**src/rtl/board_ram_write_ctrl.sv**
```systemverilog
// Write-port arbiter for the board RAM: round-robin between two requesters,
// plus a full-memory clear sweep that owns the port while it runs.
module board_ram_write_ctrl #(
  parameter int                    DATA_WIDTH  = 7,
  parameter int                    ADDR_WIDTH  = 9,
  parameter logic [DATA_WIDTH-1:0] CLEAR_VALUE = '0
) (
  input  logic                  clk_i,
  input  logic                  rst_ni,
  input  logic                  clear_start_i,
  output logic                  clear_busy_o,
  output logic                  clear_done_o,
  input  logic                  a_valid_i,
  input  logic [ADDR_WIDTH-1:0] a_addr_i,
  input  logic [DATA_WIDTH-1:0] a_data_i,
  output logic                  a_ready_o,
  input  logic                  b_valid_i,
  input  logic [ADDR_WIDTH-1:0] b_addr_i,
  input  logic [DATA_WIDTH-1:0] b_data_i,
  output logic                  b_ready_o,
  output logic                  ram_we_o,
  output logic [ADDR_WIDTH-1:0] ram_waddr_o,
  output logic [DATA_WIDTH-1:0] ram_wdata_o
);

  typedef enum logic {IDLE = 1'b0, CLEAR = 1'b1} state_t;

  state_t                state_p0, state_nxt;
  logic [ADDR_WIDTH-1:0] cnt_p0;
  logic                  fav_b_p0;
  logic                  cnt_last;
  logic                  a_rdy, b_rdy;

  logic                  vld_p1;
  logic [ADDR_WIDTH-1:0] waddr_p1;
  logic [DATA_WIDTH-1:0] wdata_p1;
  logic                  done_p1;

  assign cnt_last = &cnt_p0;

  always_comb begin
    state_nxt = state_p0;
    a_rdy     = 1'b0;
    b_rdy     = 1'b0;
    case (state_p0)
      IDLE: begin
        if (clear_start_i) begin
          state_nxt = CLEAR;
        end else if (a_valid_i && (!b_valid_i || !fav_b_p0)) begin
          a_rdy = 1'b1;
        end else if (b_valid_i) begin
          b_rdy = 1'b1;
        end
      end
      CLEAR: begin
        if (cnt_last) state_nxt = IDLE;
      end
      default: state_nxt = IDLE;
    endcase
  end

  // Readies are forced low combinationally while reset is held.
  assign a_ready_o = a_rdy & rst_ni;
  assign b_ready_o = b_rdy & rst_ni;

  // Stage p0 -> p1: registered RAM write port and sweep bookkeeping
  always_ff @(posedge clk_i) begin
    if (!rst_ni) begin
      state_p0 <= IDLE;
      cnt_p0   <= '0;
      fav_b_p0 <= 1'b0;
      vld_p1   <= 1'b0;
      waddr_p1 <= '0;
      wdata_p1 <= '0;
      done_p1  <= 1'b0;
    end else begin
      state_p0 <= state_nxt;
      vld_p1   <= 1'b0;
      done_p1  <= 1'b0;
      if (state_p0 == CLEAR) begin
        vld_p1   <= 1'b1;
        waddr_p1 <= cnt_p0;
        wdata_p1 <= CLEAR_VALUE;
        done_p1  <= cnt_last;
        // Return to zero on the last address so a new sweep always starts clean.
        cnt_p0   <= cnt_last ? '0 : cnt_p0 + ADDR_WIDTH'(1);
      end else begin
        cnt_p0 <= '0;
        if (a_rdy) begin
          vld_p1   <= 1'b1;
          waddr_p1 <= a_addr_i;
          wdata_p1 <= a_data_i;
          fav_b_p0 <= 1'b1;
        end else if (b_rdy) begin
          vld_p1   <= 1'b1;
          waddr_p1 <= b_addr_i;
          wdata_p1 <= b_data_i;
          fav_b_p0 <= 1'b0;
        end
      end
    end
  end

  assign ram_we_o     = vld_p1;
  assign ram_waddr_o  = waddr_p1;
  assign ram_wdata_o  = wdata_p1;
  assign clear_done_o = done_p1;
  assign clear_busy_o = (state_p0 == CLEAR);

endmodule
```
**config.mk**
```make
export PLATFORM = sky130hd
export DESIGN_NAME = board_ram_write_ctrl
export DESIGN_NICKNAME = d
export VERILOG_FILES = /design/src/rtl/board_ram_write_ctrl.sv
export SDC_FILE = /design/constraint.sdc
export NUM_CORES = 1
export LEC_CHECK = 0
export ABC_AREA = 1
export CAP_MARGIN = 20
export CORE_ASPECT_RATIO = 1.4
export CORE_UTILIZATION = 25
export DETAILED_ROUTE_END_ITERATION = 8
export GPL_ROUTABILITY_DRIVEN = 0
export PLACE_DENSITY = 0.59
export SYNTH_ARGS = -nofsm -noshare
export SYNTH_HDL_FRONTEND = slang
export SYNTH_SLANG_ARGS = --single-unit
export TNS_END_PERCENT = 5
```
**constraint.sdc**
```tcl
create_clock -name clk_i -period 2.28 [get_ports clk_i]
set_clock_uncertainty 0.2 [all_clocks]
set_input_delay 0.342 -clock clk_i [delete_from_list [all_inputs] [get_ports clk_i]]
set_output_delay 0.342 -clock clk_i [all_outputs]
set_load 0.02 [all_outputs]
```
Word level (Yosys, flattened, before mapping)
Cells that the tools add are included.
{ "word_totals": {"out_inout_bits": 21, "in_bits": 37, "reg_bits": 29} }
{ "op_classes": {"addsub": 1, "reduce_logical": 11, "muxes": 20, "bitwise": 4} }
{ "op_table": {"columns": ["cell", "n"], "rows": [
  ["$mux W9", 3],
  ["$mux W1", 14],
  ["$mux W7", 2],
  ["$add A9 B1 Y9 const B", 1],
  ["$reduce_and A9 Y1", 1],
  ["$reduce_and A2 Y1", 2],
  ["$reduce_bool A3 Y1", 1],
  ["$reduce_or A3 Y1", 1],
  ["$and A1 B1 Y1", 2],
  ["$logic_not A1 Y1", 2],
  ["$not A1 Y1", 2],
  ["$pmux W1 S2", 1],
  ["$reduce_bool A2 Y1", 1],
  ["$reduce_or A2 Y1", 1],
  ["$logic_and A1 B1 Y1", 1],
  ["$logic_or A1 B1 Y1", 1]
]} }

Logic depth before layout (Yosys ltp)
{ "depth": {"ltp_word": 9, "mapped_depth": 9, "mapped_depth_nobuf": 9} }

Worst setup path before layout
OpenSTA, ideal clock, no wires.
{ "synth_path": {"kind": "register to output", "from": "register state_p0, in the netlist clear_busy_o", "to": "output b_ready_o", "required_ps": 1738, "t_arrival_ps": 1357, "stages_incl_launch_ff": 5, "path_buffers": 1, "setup_slack_ps": 381, "cell_sequence": "dfxtp_1 nor2_4 nand2_4 buf_6 nor3b_1"} }
{ "synth_via": {"elab_chain_cells": 2} }
{ "synth_lines": {"columns": ["element", "line", "rtl"], "rows": [
  ["from (decl)", "28", "state_t state_p0, state_nxt;"],
  ["from (signal assigned)", "77", "state_p0 <= state_nxt;"],
  ["$mux W1", "45", "case (state_p0)"],
  ["$and A1 B1 Y1", "64", "assign b_ready_o = b_rdy & rst_ni;"],
  ["to (decl)", "20", "output logic b_ready_o,"]
]} }
Every way passes these cells.

Worst setup path in the final report
{ "layout_path": {"from": "input b_valid_i", "to": "output b_ready_o"} }
{ "layout_via": {"elab_chain_cells": 7, "elab_cells_between_ends": 8, "classes_between": "4 x mux; 1 x bitwise; 3 x reduce/logical"} }
{ "layout_lines": {"columns": ["element", "line", "rtl"], "rows": [
  ["from (decl)", "17", "input logic b_valid_i,"],
  ["$logic_not A1 Y1", "49", "end else if (a_valid_i && (!b_valid_i || !fav_b_p0)) begin"],
  ["$logic_or A1 B1 Y1", "49", null],
  ["$logic_and A1 B1 Y1", "49", null],
  ["$mux W1 (*)", "49", null],
  ["$mux W1 (*)", "47", "if (clear_start_i) begin"],
  ["$mux W1 (*)", "45", null],
  ["$and A1 B1 Y1 (*)", "64", null]
]} }
Mark *: on every way between the ends. The rest lies on a longest branch, timed or not.

==> key figures <==
STA
  – Sum Neg Setup Slack: 0 ps
  – Setup Viol. Count Final: 0
  – Final hold vios: 0
  – Slew headroom: 0.770
  – Final period util: 0.951
  – Minimum clock period: 2170 ps
  – Slew @ Worst Pin: 343 ps
  – Final worst slack: 112 ps
  – F_max: 461 MHz
  – RSZ-0062 raised after global routing: false
  – Final-report max-slew violation count: 0

Synthesis
  – Mux cell area share after synthesis: 0
  – Synthesized instance count: 231
  – Syn Nets: 270
  – Synth Area in Adders: 0.0156
  – Netlist cell types: 22
  – Seq cells post-synth: 29
  – Synth Area in Compound Gates: 0.0164
  – Synth Area in XOR/XNOR: 0.0109
  – Largest family of logic cells by synthesized area: simple AND/OR/NAND/NOR gates
  – Synth Area in Simple Gates: 0.474
  – Synth Area per Inst: 6.94 sq um
  – Yosys warnings: 0
  – Share of the yosys chip area belonging to registers: 0.362
  – Post-synthesis cell area: 0.00160 sq mm

GRT
  – Gr usage total: 0.141
  – Initial antenna violation count: 0
  – Vias in the first global route: 1632
  – GRT overflow: 0
  – Global-route wire length before repair: 7.52 mm
  – Largest net degree at the start of global routing: 25

Route
  – WL final: 4.61 mm
  – Wire length per cell: 12.5 um
  – DRC errors left: 0
  – Via-to-Cell Ratio: 4.69
  – DR vias: 1730
  – 1st-iter DRT viols: 92
  – First drt pass iteration count: 4
  – Final ANT Viol Nets: 0

Place
  – Number of port buffers: 57
  – Setup WS pre-CTS: -173 ps
  – Cell total after placement: 361
  – Post-detail-place hpwl: 3.47 mm
  – Placed Instance Area: 0.00228 sq mm

Worst setup path
  – CP Launch Type: input pin
  – Required time worst endpoint: 1740 ps
  – FF-to-FF setup slack: 280 ps
  – Critical Path Slowest Stage Cell: clkdlybuf4s50_1
  – Setup CP Type: input pin to output port
  – CP peak stage delay: 450 ps
  – Crit path cell chain: clkdlybuf4s50_1 -> buf_4 -> nand2_8 -> nand2_1 -> nor3b_1 -> dlygate4sd2_1
  – Worst-path maximum fanout: 3
  – CP arrival: 1630 ps
  – CP Capture Type: output port

Clock tree
  – H-tree depth: 2
  – Clock slew at reported path FFs: 60 ps
  – Hold Buf Count CTS: 0
  – Postcts setup bufs: 0
  – Clock latency on the worst-skew pair: 280 ps
  – TritonCTS clock tree: done
  – Clock Root Buffer: clkbuf_8
  – Clk buf depth: 2
  – CTS Buf Count: 5
  – Total clock sinks: 29

Floorplanning
  – Die H: 96.8 um
  – Core ar.: 0.00621 sq mm
  – Initial Util: 0.258
  – Die X: 69.7 um
  – Ports: 58
  – Die area: 0.00674 sq mm
  – Standard-cell rows: 34

Pwr
  – Leakage: 1.06 nW
  – VDD IR max: 233 uV
  – Total power: 0.00143 W
  – Cell area power density: 601 mW/mm^2

Final layout
  – Fin area: 0.00238 sq mm
  – Ant. Diodes: 0
  – Area Growth Syn to Fin: 48.6%
  – Nets@finish: 335
  – Fin cells: 369
  – Share of cells above drive strength 1: 0.0976

Min path
  – Hold Crit Class: flop to flop

Run status
  – Status: finished, final reports clean

Run
  – MaxCap Viol Count: 0
-- sequential cells by signal, indices dropped and copies added (netlist names) --
register,count
cnt_p0,9
ram_waddr_o,9
ram_wdata_o,7
clear_busy_o,1
clear_done_o,1
fav_b_p0,1
ram_we_o,1
-- path summary, 6_finish.rpt --
kind	depth (start not counted)	startpoint	to
max	6	b_valid_i	b_ready_o
min	1	cnt_p0[0]	cnt_p0[0]
max reg2reg	9	cnt_p0[0]	clear_busy_o
min reg2reg	1	cnt_p0[0]	cnt_p0[0]
-- Yosys cell counts, drive strengths merged --
cell type   n  area, sq um
inv        29          109
nand4      33          206
a21oi       2         10.0
nor2       32          135
xor2        2         17.5
nand2      54          226
buf        11         77.6
nand3      27          160
ha          2         25.0
a31oi       1         6.26
nor3        4         25.0
dfxtp      29          581
o21ai       2         10.0
nor3b       1         7.51
clkbuf      2         7.51
-- what timing repair did --
| action | 4_1_cts | 5_1_grt |
|---|---|---|
| resized for setup | 2 | 0 |
| endpoints found under the setup margin | 2 | 0 |
| hold endpoints to repair | 0 | 0 |
-- power by group --
| group | internal [W] | total (W) | switching [W] | leakage [nW] |
|---|---|---|---|---|
| logic | 0.000186 | 0.000394 | 0.000208 | 0.766 |
| registers | 0.000541 | 0.000561 | 0.0000209 | 0.237 |
| clock network | 0.000273 | 0.000477 | 0.000204 | 0.0542 |
| total | 0.000999 | 0.00143 | 0.000433 | 1.06 |
-- cells by family (layout without fill, tap and decap cells) --
family,Yosys count,count (layout)
simple gates,151,151
compound gates,5,5
fa+ha+maj,2,2
flops,29,29
buf+inv,42,108
xor+xnor,2,2
-- layout by cell type (no fill, tap or decap), drive strengths merged --
master | synthesis | routed
a21oi | 2 | 2
a31oi | 1 | 1
buf | 11 | 14
clkbuf | 2 | 7
clkdlybuf4s50 | 0 | 55
clkinv | 0 | 1
dfxtp | 29 | 29
dlygate4sd2 | 0 | 2
ha | 2 | 2
inv | 29 | 29
nand2 | 54 | 54
nand3 | 27 | 27
nand4 | 33 | 33
nor2 | 32 | 32
nor3 | 4 | 4
nor3b | 1 | 1
o21ai | 2 | 2
xor2 | 2 | 2
-- metrics by stage --
stage	hold slack (ps)	utilization
after CTS	275	0.384
after global placement	249	0.368
after floorplan	230	-
after global routing	284	0.384
after detailed placement	260	0.368
final	271	0.384
-- metal layers --
| layer | global-route usage | vias up | part of all wire |
|---|---|---|---|
| met1 | 0.172 | 769 | 0.44 |
| met5 | 0 | - | 0 |
| met4 | 0.0785 | 0 | 0.046 |
| li1 | - | 893 | - |
| met2 | 0.229 | 51 | 0.47 |
| met3 | 0.0281 | 17 | 0.037 |
-- cell type report --
type / count / area, sq um
repair buffers: 71 / 673
clock inverters: 1 / 5.00
well taps: 72 / 90.1
clock buffers: 7 / 96.3
fillers: 668 / 3830
flip-flops and latches: 29 / 581
multi-input cells: 160 / 830
inverters: 29 / 109
-- worst max-delay path: cells and delay by family --
family	cells	cell delay (ps)
buffers and inverters	3	960
AND/OR/NAND/NOR	3	320
Note: power is estimated with default switching activity, not from simulation.
